**src/rtl/dm_arb_pkg.sv**
```systemverilog
// Shared types and defaults for the data-memory arbiter.
package dm_arb_pkg;

   typedef enum logic {
      IDLE = 1'b0,
      ACK  = 1'b1
   } state_e;

   localparam logic REQ_CPU = 1'b0;
   localparam logic REQ_DBG = 1'b1;

   localparam int DATA_W_DEF = 32;
   localparam int ADDR_W_DEF = 32;
   localparam int MEM_AW_DEF = 8;

endpackage

```
**src/rtl/dm_arb_if.sv**
```systemverilog
// Requester and memory-port bundle. The master side is the requesters plus the memory;
// the slave side is the arbiter.
interface dm_arb_if
   import dm_arb_pkg::*;
#(
   parameter int DATA_W = DATA_W_DEF,
   parameter int ADDR_W = ADDR_W_DEF
);
   logic              req0;
   logic              we0;
   logic [ADDR_W-1:0] addr0;
   logic [DATA_W-1:0] wdata0;
   logic              ack0;
   logic [DATA_W-1:0] rdata0;
   logic              err0;

   logic              req1;
   logic              we1;
   logic [ADDR_W-1:0] addr1;
   logic [DATA_W-1:0] wdata1;
   logic              ack1;
   logic [DATA_W-1:0] rdata1;
   logic              err1;

   logic [ADDR_W-1:0] mem_addr;
   logic [DATA_W-1:0] mem_wd;
   logic              mem_wrEn;
   logic [DATA_W-1:0] mem_rd;

   modport master (
      output req0, we0, addr0, wdata0, req1, we1, addr1, wdata1, mem_rd,
      input  ack0, rdata0, err0, ack1, rdata1, err1, mem_addr, mem_wd, mem_wrEn
   );

   modport slave (
      input  req0, we0, addr0, wdata0, req1, we1, addr1, wdata1, mem_rd,
      output ack0, rdata0, err0, ack1, rdata1, err1, mem_addr, mem_wd, mem_wrEn
   );
endinterface

```
**src/rtl/dm_arb_rr_arb2.sv**
```systemverilog
// Two-way round-robin picker: on a tie the requester that did not win last time goes.
module rr_arb2
   import dm_arb_pkg::*;
(
   input  logic req0_i,
   input  logic req1_i,
   input  logic last_i,
   output logic gnt_valid_o,
   output logic gnt_idx_o
);
   assign gnt_valid_o = req0_i | req1_i;
   assign gnt_idx_o   = (req0_i & req1_i) ? ~last_i : (req1_i ? REQ_DBG : REQ_CPU);
endmodule

```
**src/rtl/dm_arbiter.sv**
```systemverilog
// Two-requester round-robin arbiter/sequencer for the single-port data memory.
// Optional address checking is enabled by defining DM_ARB_ALIGN_CHECK_EN.
module dm_arbiter
   import dm_arb_pkg::*;
#(
   parameter int DATA_W = DATA_W_DEF,
   parameter int ADDR_W = ADDR_W_DEF,
   parameter int MEM_AW = MEM_AW_DEF
) (
   input  logic    clk,
   input  logic    rst,
   dm_arb_if.slave bus
);
   logic [1:0]        req_v;
   logic [1:0]        we_v;
   logic [ADDR_W-1:0] addr_v  [2];
   logic [DATA_W-1:0] wdata_v [2];
   logic [1:0]        ack_v;
   logic [1:0]        err_v;
   logic [DATA_W-1:0] rdata_v [2];

   state_e            state_q, state_d;
   logic              last_q, last_d;
   logic              arb_valid, gnt_idx, grant, addr_err;
   logic [ADDR_W-1:0] addr_sel;

   if (MEM_AW + 2 > ADDR_W) begin : g_cfg_check
      $error("dm_arbiter: MEM_AW + 2 exceeds ADDR_W");
   end

   assign req_v            = {bus.req1, bus.req0};
   assign we_v             = {bus.we1, bus.we0};
   assign addr_v[REQ_CPU]  = bus.addr0;
   assign addr_v[REQ_DBG]  = bus.addr1;
   assign wdata_v[REQ_CPU] = bus.wdata0;
   assign wdata_v[REQ_DBG] = bus.wdata1;

   rr_arb2 u_rr (
      .req0_i      (req_v[0]),
      .req1_i      (req_v[1]),
      .last_i      (last_q),
      .gnt_valid_o (arb_valid),
      .gnt_idx_o   (gnt_idx)
   );

   assign grant    = arb_valid && (state_q == IDLE);
   assign addr_sel = addr_v[gnt_idx];

`ifdef DM_ARB_ALIGN_CHECK_EN
   assign addr_err = (addr_sel[1:0] != 2'b00) || (addr_sel[ADDR_W-1:MEM_AW+2] != '0);
`else
   assign addr_err = 1'b0;
`endif

   // Memory port is only driven in the grant cycle; a reset edge cancels the write.
   always_comb begin
      bus.mem_addr  = '0;
      bus.mem_wd    = '0;
      bus.mem_wrEn  = 1'b0;
      if (grant) begin
         bus.mem_addr = addr_err ? '0 : addr_sel;
         bus.mem_wd   = wdata_v[gnt_idx];
         bus.mem_wrEn = we_v[gnt_idx] && !addr_err && !rst;
      end
   end

   always_comb begin
      state_d = state_q;
      last_d  = last_q;
      case (state_q)
         IDLE: begin
            if (grant) begin
               state_d = ACK;
               last_d  = gnt_idx;
            end
         end
         ACK:     state_d = IDLE;
         default: state_d = IDLE;
      endcase
   end

   always_ff @(posedge clk) begin
      if (rst) begin
         state_q <= IDLE;
         last_q  <= REQ_DBG;
      end else begin
         state_q <= state_d;
         last_q  <= last_d;
      end
   end

   for (genvar gi = 0; gi < 2; gi++) begin : g_req
      localparam logic IDX = 1'(gi);
      logic              hit;
      logic              ack_q;
      logic              err_q;
      logic [DATA_W-1:0] rdata_q;

      assign hit = grant && (gnt_idx == IDX);

      // rdata is only reloaded on a grant to this requester, so it holds between accesses.
      always_ff @(posedge clk) begin
         if (rst) begin
            ack_q   <= 1'b0;
            err_q   <= 1'b0;
            rdata_q <= '0;
         end else begin
            ack_q <= hit;
            err_q <= hit && addr_err;
            if (hit) begin
               rdata_q <= (we_v[gi] || addr_err) ? '0 : bus.mem_rd;
            end
         end
      end

      assign ack_v[gi]   = ack_q;
      assign err_v[gi]   = err_q;
      assign rdata_v[gi] = rdata_q;
   end

   assign bus.ack0   = ack_v[REQ_CPU];
   assign bus.ack1   = ack_v[REQ_DBG];
   assign bus.err0   = err_v[REQ_CPU];
   assign bus.err1   = err_v[REQ_DBG];
   assign bus.rdata0 = rdata_v[REQ_CPU];
   assign bus.rdata1 = rdata_v[REQ_DBG];

endmodule

```
**src/flat_wrapper.sv**
```systemverilog
// flat-port wrapper written by rule: the top's interface ports become plain ports
module dm_arbiter_flat import dm_arb_pkg::*;
#(
   parameter int DATA_W = DATA_W_DEF,
   parameter int ADDR_W = ADDR_W_DEF,
   parameter int MEM_AW = MEM_AW_DEF
)
  (clk, rst, bus_req0, bus_we0, bus_addr0, bus_wdata0, bus_req1, bus_we1, bus_addr1, bus_wdata1, bus_mem_rd, bus_ack0, bus_rdata0, bus_err0, bus_ack1, bus_rdata1, bus_err1, bus_mem_addr, bus_mem_wd, bus_mem_wrEn);
  dm_arb_if #(.DATA_W(DATA_W), .ADDR_W(ADDR_W)) bus_i ();
  input  logic clk;
  input  logic rst;
  input wire logic [$bits(bus_i.req0)-1:0] bus_req0;
  input wire logic [$bits(bus_i.we0)-1:0] bus_we0;
  input wire logic [$bits(bus_i.addr0)-1:0] bus_addr0;
  input wire logic [$bits(bus_i.wdata0)-1:0] bus_wdata0;
  input wire logic [$bits(bus_i.req1)-1:0] bus_req1;
  input wire logic [$bits(bus_i.we1)-1:0] bus_we1;
  input wire logic [$bits(bus_i.addr1)-1:0] bus_addr1;
  input wire logic [$bits(bus_i.wdata1)-1:0] bus_wdata1;
  input wire logic [$bits(bus_i.mem_rd)-1:0] bus_mem_rd;
  output wire logic [$bits(bus_i.ack0)-1:0] bus_ack0;
  output wire logic [$bits(bus_i.rdata0)-1:0] bus_rdata0;
  output wire logic [$bits(bus_i.err0)-1:0] bus_err0;
  output wire logic [$bits(bus_i.ack1)-1:0] bus_ack1;
  output wire logic [$bits(bus_i.rdata1)-1:0] bus_rdata1;
  output wire logic [$bits(bus_i.err1)-1:0] bus_err1;
  output wire logic [$bits(bus_i.mem_addr)-1:0] bus_mem_addr;
  output wire logic [$bits(bus_i.mem_wd)-1:0] bus_mem_wd;
  output wire logic [$bits(bus_i.mem_wrEn)-1:0] bus_mem_wrEn;
  assign bus_i.req0 = bus_req0;
  assign bus_i.we0 = bus_we0;
  assign bus_i.addr0 = bus_addr0;
  assign bus_i.wdata0 = bus_wdata0;
  assign bus_i.req1 = bus_req1;
  assign bus_i.we1 = bus_we1;
  assign bus_i.addr1 = bus_addr1;
  assign bus_i.wdata1 = bus_wdata1;
  assign bus_i.mem_rd = bus_mem_rd;
  assign bus_ack0 = bus_i.ack0;
  assign bus_rdata0 = bus_i.rdata0;
  assign bus_err0 = bus_i.err0;
  assign bus_ack1 = bus_i.ack1;
  assign bus_rdata1 = bus_i.rdata1;
  assign bus_err1 = bus_i.err1;
  assign bus_mem_addr = bus_i.mem_addr;
  assign bus_mem_wd = bus_i.mem_wd;
  assign bus_mem_wrEn = bus_i.mem_wrEn;
  dm_arbiter #(.DATA_W(DATA_W), .ADDR_W(ADDR_W), .MEM_AW(MEM_AW)) u_core (.clk(clk), .rst(rst), .bus(bus_i));
endmodule
```
**config.mk**
```make
export PLATFORM = sky130hd
export DESIGN_NAME = dm_arbiter_flat
export DESIGN_NICKNAME = d
export VERILOG_FILES = /design/src/rtl/dm_arb_pkg.sv /design/src/rtl/dm_arb_if.sv /design/src/rtl/dm_arb_rr_arb2.sv /design/src/rtl/dm_arbiter.sv /design/src/flat_wrapper.sv
export SDC_FILE = /design/constraint.sdc
export NUM_CORES = 1
export LEC_CHECK = 0
export CORE_AREA = 2 2 115 117
export CTS_BUF_LIST = sky130_fd_sc_hd__clkbuf_4
export DETAILED_ROUTE_END_ITERATION = 12
export DIE_AREA = 0 0 117 119
export GPL_ROUTABILITY_DRIVEN = 0
export PLACE_DENSITY_LB_ADDON = 0.1
export RECOVER_POWER = 100
export SLEW_MARGIN = 10
export SYNTH_ARGS = -nofsm -noshare
export SYNTH_HDL_FRONTEND = slang
export SYNTH_HIERARCHICAL = 1
export SYNTH_SLANG_ARGS = --single-unit
```
**constraint.sdc**
```tcl
create_clock -name clk -period 2.4 [get_ports clk]
set_input_delay 0.48 -clock clk [delete_from_list [all_inputs] [get_ports clk]]
set_output_delay 0.48 -clock clk [all_outputs]
set_load 0.1 [all_outputs]
```
---- Yosys cells after proc, flatten, opt, wreduce, memory -nomap -nowiden ----
Cells that the tools add are included.
W data, S select, Z words.
storage, ports and cells
  register bits after elaboration ......... 68
  bits of input ports ..................... 166
  logic and storage cells ................. 37
operators by class
  magnitude comparators ................... 2
  muxes and demuxes ....................... 17
  bitwise logic cells ..................... 6
  reduce and logical (&&, ||, !) cells .... 6
operators by type and width
  kind                  count
  $mux W32              10
  $mux W1               6
  $logic_and A1 B1 Y1   4
  $not A1 Y1            3
  $ge A2 B2 Y1 const B  1
  $lt A1 B2 Y1 const B  1
  $not A1 Y2            1
  $pmux W1 S2           1
  $reduce_and A2 Y1     1
  $and A1 B1 Y1         1
  $logic_not A1 Y1      1
  $or A1 B1 Y1          1

---- Depth between registers and ports, before layout ----
Gate-level depths: netlist (run 1).
  word-level depth ........................ 7
  depth in mapped cells ................... 6

---- By module ----
The synthesis (run 1) kept the hierarchy.
by module, submodules not included
  module      times used  cells each  area each (um2)
  dm_arbiter  1           311         3014.1
  rr_arb2     1           2           13.8

---- Worst setup path before layout (run 1) ----
No wires, ideal clock.
  path type ............................... in2out
  from .................................... in bus_req1
  to ...................................... out bus_mem_addr[13]
  arrival time ............................ 2321 ps
  required time ........................... 1920 ps
  setup slack ............................. -401 ps
  cell stages on the path ................. 5
  path through ............................ a21boi_1 and3b_1 buf_2 buf_1 a22o_1
on the way
  word-level cells in the longest chain between the ends .. 7
  elaborated cells between the ends (all ways) .. 10
  classes of those cells .................. mux: 6; bitwise: 3; reduce/logical: 1
ends and longest elaborated chain
  item                                         line                  RTL
  start, declared                              flat_wrapper.sv:16    input wire logic [$bits(bus_i.req1)-1:0] bus_req1;
  $mux W1 or $and A1 B1 Y1 (tied branches)     dm_arb_rr_arb2.sv:12  assign gnt_idx_o = (req0_i & req1_i) ? ~last_i : (req1_i ? REQ_DBG : REQ_CPU);
  $mux W1                                      dm_arb_rr_arb2.sv:12
  $not A1 Y2 (not written as such)             dm_arbiter.sv:47      assign addr_sel = addr_v[gnt_idx];
  $mux W32 (not written as such) (3 in a row)  dm_arbiter.sv:47
  $mux W32 *                                   dm_arbiter.sv:60      if (grant) begin
  end, declared                                flat_wrapper.sv:27    output wire logic [$bits(bus_i.mem_addr)-1:0] bus_mem_addr;
Mark *: on every way between the ends. The rest lies on a longest branch, timed or not. The select of a mux whose other input is x is not followed.

---- Worst setup path in the final report (run 1) ----
  from .................................... in bus_req1
  to ...................................... out bus_mem_wd[29]
on the way
  word-level cells in the longest chain between the ends .. 7
  elaborated cells between the ends (all ways) .. 10
  classes of those cells .................. mux: 6; bitwise: 3; reduce/logical: 1
ends and longest elaborated chain
  item                                           line                  RTL
  $mux W1 or $and A1 B1 Y1 (tied branches)       dm_arb_rr_arb2.sv:12
  $mux W1 *                                      dm_arb_rr_arb2.sv:12
  net u_core.gnt_idx                             dm_arbiter.sv:24      logic arb_valid, gnt_idx, grant, addr_err;
  $not A1 Y2 (not written as such) *             dm_arbiter.sv:62      bus.mem_wd = wdata_v[gnt_idx];
  $mux W32 (not written as such) * (3 in a row)  dm_arbiter.sv:62
  $mux W32 *                                     dm_arbiter.sv:60
  end, declared                                  flat_wrapper.sv:28    output wire logic [$bits(bus_i.mem_wd)-1:0] bus_mem_wd;
Mark *: on every way through the listed nets, which the timed path passes. The rest lies on a longest branch. The select of a mux whose other input is x is not followed.

==> results of run 1 <==
[sequential cells by signal (all words and copies together), names as in the netlist]
signal             cells
u_core/bus.rdata1     32
u_core/last_q          1
u_core/bus.ack0        1
u_core/bus.ack1        1
u_core/state_q         1
u_core/bus.rdata0     32
[routing by layer]
layer	wire, microns	part of all wire (%)	track usage [%]
met3	1240	8.0	7.99
met2	7910	51	38.2
met1	5880	38	24.4
met5	13	0.084	0
met4	347	2.3	6.69
[through the flow]
stage	hold WS (ps)	setup WS (ps)	util, %
floorplan	422	-43.4	-
global placement	441	-255	54.6
detailed placement	447	-270	54.6
CTS	463	-76.8	58.7
global route	479	-142	57.1
finish	458	-54.4	57.1
[area by class of cell]
class | count | area, sq um | share of cell area [%]
Sequential cell | 68 | 1360 | 18.5
Inverter | 1 | 3.75 | 0.0511
Multi-Input combinational cell | 209 | 1970 | 26.8
Tap cell | 176 | 220 | 3.00
Clock buffer | 11 | 82.6 | 1.12
Timing Repair Buffer | 327 | 3640 | 49.5
Clock inverter | 5 | 76.3 | 1.04
[critical path, stage by stage]
cell and delay [ps]:
clkdlybuf4s15_1 200, a21boi_2 170, buf_4 140, nor3b_4 230
buf_12 170, bufbuf_16 260, a22o_4 140, buf_12 160
[path summary, 6_finish.rpt]
path / startpoint / to / slack [ps] / cells after the start
setup / recovery: bus_req1 / bus_mem_wd[29] / -50 / 8
hold / removal: u_core/bus.rdata0[4] / u_core/bus.rdata0[4] / 460 / 2
setup reg to reg: u_core/state_q / u_core/bus.rdata1[17] / 310 / 5
hold reg to reg: u_core/bus.rdata0[4] / u_core/bus.rdata0[4] / 460 / 2
[cell families (layout without fill, tap and decap cells)]
family,after synthesis,after routing,synth area share (%)
AO/OA/AOI/OAI,129,129,33.3
buffers and inverters,37,344,6.16
flip-flops,68,68,45.0
multiplexers,1,1,0.331
other,1,2,0.124
AND/OR/NAND/NOR,77,77,15.1
[report_power, final]
part           leakage (nW)  internal (W)  total, W  switching (W)
combinational          2.47       0.00102   0.00264        0.00162
sequential            0.553       0.00117   0.00120      0.0000255
clock                0.0845      0.000441  0.000842       0.000401
[cell usage in the layout, fill, tap and decap left out, drive strengths merged]
cell type	instances
nor3b	2
dfxtp	68
a21boi	1
or2	1
buf	88
nor2b	1
nand3b	32
nor2	3
and3b	1
nand2b	1
inv	1
clkinv	2
or3b	2
conb	2
clkbuf	84
mux2i	1
bufbuf	1
bufinv	2
clkdlybuf4s15	2
clkdlybuf4s50	163
a22o	96
clkinvlp	1
a21oi	32
nand2	34
[repair_timing]
action,in CTS,in global routing
endpoints found under the setup margin,65,64
cloned,2,0
hold buffers,0,0
buffers inserted,5,1
pin swaps,28,3
resized for setup,44,3
==> summary.md, run 1 <==
- clock input transition at the sequential cells of the worst setup and hold paths: 100 ps
- number of rows created at floorplan: 42
- number of synthesized flops with an enable pin: 0
- clock skew after layout: 13.0 ps
- required time reported for the critical path endpoint: 1920 ps
- setup-violating endpoint count in the final report: 34
- setup_tns: -1250 ps
- initial detailed-routing violation count: 216
- overall via count from detail_route: 3750
- cell area power density: 637 mW/mm^2
- Yosys reg bits: 68
- most repeated cell in the gate-level netlist after synthesis: a22o_1
- Max-Slew Margin vs Limit: 43.9%
- area of all placed cells without fillers: 0.00735 sq mm
- Post-Place Cells: 774
- maximum number of pins on one net before global-route repair: 45
- global-route wire length before repair: 22.8 mm
- level count of the clock H-tree: 3
- ratio of final minimum period to clock period: 102%
- violated checks: negative setup slack
- final hold vios: 0
- result of the run: complete, but fails checks
- Synth top cells by count: 96 x a22o_1, 68 x dfxtp_1, 34 x nand2_1, 32 x a21oi_1, 32 x nand3b_1
- Critical Path End Type: primary output
- setup repair after global routing missed its margin: yes
- worst hold-check path type: register to register
- routed length per placed instance: 19.3 microns
- slew at the pin with the worst max-slew slack: 841 ps
- maximum net fanout on the critical path: 6
- clock tree buffer depth: 2
- shortest clock period the worst path allows after layout: 2450 ps
- leakage power total: 3.11 nW
- Core Footprint: 0.0129 sq mm
- Cell Count, Final, Fillers Out: 797
- initial core utilization: 23.5%
- count of final max-slew check failures: 0
- Sinks on Clock Net: 68
- number of inserted filler cells in the final layout: 1135
- die span in y: 119 microns
- Skew-Pair Late Insertion Delay: 420 ps
- TritonCTS clock tree: yes
- number of antenna diodes: 0
- dpl cell area: 0.00703 sq mm
- number of distinct library cells after synthesis: 23
- aggregate global-route resource usage: 21.9%
- per-instance average area after synthesis: 9.67 sq um
- share of the synthesized area in the top cell type: 45.0%
- power after layout: 0.00468 W
- Post-Synthesis Cells: 313
- primary flip-flop cell chosen by synthesis mapping: dfxtp_1
- ranking of synthesized cells by area: dfxtp_1 45%, a22o_1 28%, nand3b_1 7.9%
- Clock Tree Root: clkbuf_4
- vias in the first global route: 3960
- sequential element share of the synthesized area: 45.0%
- 1st-pass router iterations: 4
- max capacitance violation total: 0
- Final #Nets: 782
- remaining design rule violation count: 0
- Routed Antenna Nets: 0
- proportion of synthesized flip-flops having asynchronous set or reset: 0%
- Num CTS Buffers: 9
- CP arrival: 1970 ps
- area grow syn2layout: 143%
- routed via count divided by cell count: 4.71
- chip width: 117 microns
- library cell with the largest summed area after synthesis: dfxtp_1
- overall overflow remaining after global route: 0
- Worst Setup Start Kind: primary input
- count of input and output buffers: 296
- Yosys warning count: 6
- number of placed I/O pins: 299
- post-synthesis cell area: 0.00303 sq mm
- antenna violations before repair: 1
- half-perimeter wire length after detailed placement: 12.2 mm
- worst path setup slack after routing: -54.4 ps
- Worst VDD drop: 0.000268 V
- detailed-route wire length: 15.4 mm
- share of layout cells above drive strength 1: 39.0%
- highest achievable clock rate: 0.407 GHz
- path type of the worst setup path: primary input to primary output
- area of the die: 0.0139 sq mm
(Power assumes the default switching activity.)
==> run 2: changes to the inputs <==
--- a/config.mk
+++ b/config.mk
@@ -5,10 +5,11 @@
 export SDC_FILE = /design/constraint.sdc
 export NUM_CORES = 1
 export LEC_CHECK = 0
-export CORE_AREA = 2 2 115 117
+export CORE_AREA = 2 2 117 119
 export CTS_BUF_LIST = sky130_fd_sc_hd__clkbuf_4
 export DETAILED_ROUTE_END_ITERATION = 12
-export DIE_AREA = 0 0 117 119
+export DIE_AREA = 0 0 119 121
+export DONT_BUFFER_PORTS = 1
 export GPL_ROUTABILITY_DRIVEN = 0
 export PLACE_DENSITY_LB_ADDON = 0.1
 export RECOVER_POWER = 100
==> summary.md, run 2 (synthesis gave the netlist of run 1 again) <==
- maximum net fanout on the critical path: 8, +2
- routed length per placed instance: 23.7 microns, +23%
- Skew-Pair Late Insertion Delay: 410 ps, about the same
- die span in y: 121 microns, +1.7%
- setup repair after global routing missed its margin: yes
- series of cell instances along the critical path: a21boi_4 -> and3b_2 -> buf_12 -> clkbuf_16 -> a22o_2 -> buf_12
- Routed Antenna Nets: 0, unchanged
- commonest cells after routing, fill and taps aside: 77 x buf_4, 67 x dfxtp_1, 46 x buf_12
- power after layout: 0.00433 W, -7.4%
- slack of the worst reg-to-reg path: 510 ps, +200 ps
- clock tree buffer depth: 2, unchanged
- number of placed I/O pins: 299, unchanged
- Final #Nets: 590, -25%
- worst path setup slack after routing: 20.0 ps, +74.3 ps
- overall overflow remaining after global route: 0, unchanged
- Critical Path End Type: primary output
- hold_buf cts: 0, unchanged
- max capacitance violation total: 0, unchanged
- ratio of final minimum period to clock period: 99.2%, -3.1 points
- routed via count divided by cell count: 5.15, +9.4%
- Worst Setup Start Kind: register
- Core Footprint: 0.0131 sq mm, +1.6%
- Cell Count, Final, Fillers Out: 605, -24%
- result of the run: finished clean
- aggregate global-route resource usage: 16.7%, -5.2 points
- post-placement setup slack: 77.1 ps, +347 ps
- 1st-pass router iterations: 4, unchanged
- worst hold-check path type: primary input to register
- Worst path top cell family by delay: buffers and inverters
- most common cell after layout, fill and taps aside: buf_4
- leakage power total: 2.30 nW, -26%
- detailed-route wire length: 14.3 mm, -6.9%
- startpoint of the tightest hold check path: rst
- slew at the pin with the worst max-slew slack: 778 ps, -62.9 ps
- cell area power density: 798 mW/mm^2, +25%
- initial detailed-routing violation count: 160, -26%
- Post-Place Cells: 572, -26%
- number of rows created at floorplan: 42, unchanged
- count of final max-slew check failures: 0, unchanged
- remaining design rule violation count: 0, unchanged
- buffering stage count on the worst path with inverters included: 3, -2
- chip width: 119 microns, +1.7%
- Hold Crit Depth: 1, -1
- Max-Slew Margin vs Limit: 48.1%, +4.2 points
- path type of the worst setup path: register to primary output
- clock input transition at the sequential cells of the worst setup and hold paths: 120 ps, +20 ps
- area of all placed cells without fillers: 0.00543 sq mm, -26%
- highest achievable clock rate: 0.420 GHz, +3.1%
- Clock Tree Root: clkbuf_4
- number of cells on the worst reg-to-reg path: 6, +1
- number of antenna diodes: 0, unchanged
- CP max stage delay: 360 ps, +100 ps
- TritonCTS clock tree: yes
- maximum number of pins on one net before global-route repair: 66, +47%
- share of the core filled with cells in the final layout: 41.5%, -16 points
- slowest stage cell on the critical path: dfxtp_2
- sink of the worst hold path: u_core/bus.rdata0[5]
- count of input and output buffers: 0, -100%
- required time reported for the critical path endpoint: 1920 ps, about the same
- Crit path top cell by count: buf_12
- global-route wire length before repair: 18.3 mm, -20%
- setup-violating endpoint count in the final report: 0, -100%
- share of layout cells above drive strength 1: 51.5%, +13 points
- origin of the critical flop-to-flop path: u_core/last_q
- overall via count from detail_route: 3115, -17%
- initial core utilization: 23.1%, -0.38 points
- half-perimeter wire length after detailed placement: 9.32 mm, -24%
- CP arrival: 1900 ps, -70 ps
- area grow syn2layout: 79.2%
- dpl cell area: 0.00479 sq mm, -32%
- Worst VDD drop: 0.000285 V, +6.0%
- shortest clock period the worst path allows after layout: 2380 ps, -74.3 ps
- level count of the clock H-tree: 3, unchanged
- vias in the first global route: 2950, -26%
- Sinks on Clock Net: 68, unchanged
- antenna violations before repair: 0, -1
- clock skew after layout: 9.87 ps, -3.10 ps
- endpoint of the lowest-slack register-to-register path: u_core/bus.rdata0[9]
- area of the die: 0.0144 sq mm, +3.4%
- Num CTS Buffers: 9, unchanged
- final hold vios: 0, unchanged
==> run 2: layout make-up <==
cell class                 count  area (sq um)
clock inverter                 7           114
timing repair buffer         135          1770
sequential                    68          1360
inverter                       1          3.75
multi-input combinational    209          1890
clock buffer                   9          67.6
tap                          176           220
fill                        1225          7660
==> run 2: repair_timing <==
item                       in CTS  in global routing
gates resized for setup         3                 28
pin swaps                       2                  3
setup endpoints to repair      64                 64
setup buffers                   2                  5
cloned                          1                  9
==> run 2: per-stage QoR <==
step	TNS [ps]	hold WS, ps
finish	0	123
detailed placement	0	438
global placement	0	434
CTS	-156	78.2
floorplan	-342	422
global route	-1610	57.8
==> run 2: how the worst max path moves through the flow <==
stage | start | to | slack [ps] | cells past startpoint
detailed placement | bus_req1 | bus_mem_wd[8] | 80 | 5
CTS | u_core/last_q | bus_mem_wd[8] | -20 | 5
floorplan | bus_req1 | bus_mem_wd[6] | -40 | 5
global route | u_core/last_q | bus_mem_wd[9] | -70 | 6
global placement | bus_req1 | bus_mem_wd[8] | 110 | 5
finish | u_core/last_q | bus_mem_addr[23] | 20 | 6
==> run 2: report_power, final <==
part,total [W],leakage [nW],internal (W),switching (W)
sequential,0.00119,0.553,0.00117,0.0000190
combinational,0.00218,1.65,0.000664,0.00152
clock,0.000955,0.0916,0.000524,0.000431
==> run 2: routing by layer <==
| metal | vias up | track usage (%) | wire, microns |
|---|---|---|---|
| met5 | - | 3.68 | 68 |
| met2 | 209 | 26.6 | 6830 |
| met4 | 2 | 4.39 | 227 |
| met1 | 1484 | 20.7 | 5740 |
| li1 | 1407 | - | - |
| met3 | 13 | 6.63 | 1460 |
==> run 3: changes to the inputs <==
--- a/config.mk
+++ b/config.mk
@@ -7,12 +7,14 @@
 export LEC_CHECK = 0
 export CORE_AREA = 2 2 117 119
 export CTS_BUF_LIST = sky130_fd_sc_hd__clkbuf_4
+export CTS_CLUSTER_DIAMETER = 40
 export DETAILED_ROUTE_END_ITERATION = 12
 export DIE_AREA = 0 0 119 121
 export DONT_BUFFER_PORTS = 1
 export GPL_ROUTABILITY_DRIVEN = 0
 export PLACE_DENSITY_LB_ADDON = 0.1
 export RECOVER_POWER = 100
+export SETUP_SLACK_MARGIN = 0.2
 export SLEW_MARGIN = 10
 export SYNTH_ARGS = -nofsm -noshare
 export SYNTH_HDL_FRONTEND = slang
==> summary.md, run 3 (synthesis gave the netlist of run 1 again) <==
- area grow syn2layout: 58.3%
- level count of the clock H-tree: 3, unchanged
- shortest clock period the worst path allows after layout: 2400 ps, +17.7 ps
- sink of the worst hold path: u_core/bus.rdata0[27]
- final hold vios: 0, unchanged
- Internal: 0.00201 W, -15%
- routed via count divided by cell count: 4.99, -3.0%
- number of inserted filler cells in the final layout: 1322, +7.9%
- routed length per placed instance: 24.7 microns, +4.5%
- part of the total power dissipated in combinational logic: 50.3%, about the same
- slew at the pin with the worst max-slew slack: 759 ps, -19.7 ps
- share of layout cells above drive strength 1: 48.5%, -3.0 points
- path type of the worst setup path: register to primary output
- cell area power density: 818 mW/mm^2, +2.5%
- share of the core filled with cells in the final layout: 36.6%, -4.8 points
- endpoint of the lowest-slack register-to-register path: u_core/bus.rdata1[21]
- net load switching power: 0.00192 W, -2.8%
- hold_ws: 120 ps, -3.03 ps
- number of cells on the worst reg-to-reg path: 5, -1
- share of power burned in registers: 30.4%, +2.8 points
- setup repair after global routing missed its margin: yes
- Max-Slew Margin vs Limit: 49.4%, +1.3 points
- setup-violating endpoint count in the final report: 0, unchanged
- Critical Path End Type: primary output
- global-route wire length before repair: 19.7 mm, +8.0%
- Skew-Pair Late Insertion Delay: 400 ps, about the same
- switching part of the total power: 48.8%, +3.4 points
- Hold Crit Depth: 1, unchanged
- overall overflow remaining after global route: 0, unchanged
- hold_buf cts: 0, unchanged
- TritonCTS clock tree: yes
- max capacitance violation total: 0, unchanged
- Worst VDD drop: 0.000317 V, +11%
- number of antenna diodes: 0, unchanged
- clock skew after layout: 16.3 ps, +6.46 ps
- CP arrival: 1920 ps, +20 ps
- maximum number of pins on one net before global-route repair: 36, -45%
- vias in the first global route: 2929, -0.71%
- leakage power total: 2.03 nW, -11%
- maximum net fanout on the critical path: 17, +9
- Final #Nets: 561, -4.9%
- commonest cells after routing, fill and taps aside: 67 x clkbuf_2, 67 x dfxtp_1, 54 x a22o_4
- die span in y: 121 microns, unchanged
- overall via count from detail_route: 2877, -7.6%
- 1st-pass router iterations: 4, unchanged
- setup_tns: 0 ps, unchanged
- Worst Setup Start Kind: register
- Clock Power Share: 19.3%, -2.7 points
- dpl cell area: 0.00452 sq mm, -5.6%
- startpoint of the tightest hold check path: rst
- clock input transition at the sequential cells of the worst setup and hold paths: 130 ps, about the same
- number of placed I/O pins: 299, unchanged
- required time reported for the critical path endpoint: 1920 ps, about the same
- power after layout: 0.00392 W, -9.5%
- antenna violations before repair: 0, unchanged
- slack of the worst reg-to-reg path: 320 ps, -190 ps
- highest achievable clock rate: 0.417 GHz, -0.74%
- aggregate global-route resource usage: 18.7%, +2.0 points
- number of rows created at floorplan: 42, unchanged
- worst hold-check path type: primary input to register
- area of all placed cells without fillers: 0.00479 sq mm, -12%
- area of the die: 0.0144 sq mm, unchanged
- Core Footprint: 0.0131 sq mm, unchanged
- origin of the critical flop-to-flop path: u_core/state_q
- remaining design rule violation count: 0, unchanged
- Sinks on Clock Net: 68, unchanged
- result of the run: finished clean
- half-perimeter wire length after detailed placement: 10.4 mm, +12%
- count of input and output buffers: 0, unchanged
- Num CTS Buffers: 9, unchanged
- initial detailed-routing violation count: 138, -14%
- count of final max-slew check failures: 0, unchanged
- chip width: 119 microns, unchanged
- Clock Tree Root: clkbuf_4
- detailed-route wire length: 14.2 mm, -0.54%
- Routed Antenna Nets: 0, unchanged
- initial core utilization: 23.1%, unchanged
- ratio of final minimum period to clock period: 99.9%, +0.74 points
- clock tree buffer depth: 2, unchanged
run 3: changes by cell type in the layout (fill, tap and decap cells not counted), sizes merged:
cell | previous run | this run
buf | 129 | 36
clkinvlp | 1 | 2
clkbuf | 15 | 80
bufinv | 3 | 1
run 3: metrics by stage:
stage                     setup WS (ps)  instances
after floorplan                  -0.922        314
after global placement              173        549
after detailed placement            120        549
after CTS                         -13.1        574
after global routing              -80.1        576
final                              2.23        576
run 3: critical path, cell delays in order, from the launching register on:
cell and delay, ps:
dfxtp_2 380, a21boi_4 80, buf_12 130, nor3b_4 210, buf_4 200, buf_16 180, a22o_4 340
run 3: final cells by class:
cell class / count / area [sq um] / share of cell area, %
multi-input combinational: 209 / 2010 / 41.9
tap: 176 / 220 / 4.59
clock buffer: 10 / 75.1 / 1.57
sequential: 68 / 1360 / 28.4
inverter: 1 / 3.75 / 0.0783
timing repair buffer: 106 / 1060 / 22.1
clock inverter: 6 / 63.8 / 1.33
run 3: power groups by stage:
stage | Combinational, W | Sequential (W) | Clock [W]
after global placement | 0.00189 | 0.00122 | 0
final | 0.00197 | 0.00119 | 0.000757
after CTS | 0.00198 | 0.00119 | 0.000800
after detailed placement | 0.00189 | 0.00122 | 0
after global routing | 0.00201 | 0.00120 | 0.000843
after floorplan | 0.00127 | 0.00153 | 0
run 3: timing repair:
item	CTS	global route
gates cloned	5	2
setup endpoints to repair	65	65
setup buffers	4	0
pin swaps	34	8
gates resized for setup	11	9
run 3: worst max path at each step:
stage	from	endpoint	slack, ps	cells past startpoint
4_1_cts	u_core/last_q	bus_mem_addr[2]	-10	7
6_report	u_core/last_q	bus_mem_wd[9]	2	6
5_1_grt	u_core/last_q	bus_mem_addr[2]	-80	7
3_5_place_dp	bus_req1	bus_mem_addr[2]	120	5
2_1_floorplan	bus_req1	bus_mem_addr[29]	-0.9	4
3_3_place_gp	bus_req1	bus_mem_addr[8]	170	5
run 3: per-layer routing:
metal  vias to the layer above  wire length (microns)  global-route usage [%]
met4                         0                    464                    7.66
met3                        17                   1340                    7.61
met5                         -                      0                       0
met1                      1341                   5790                    22.5
met2                       177                   6650                    29.7
li1                       1342                      -                       -
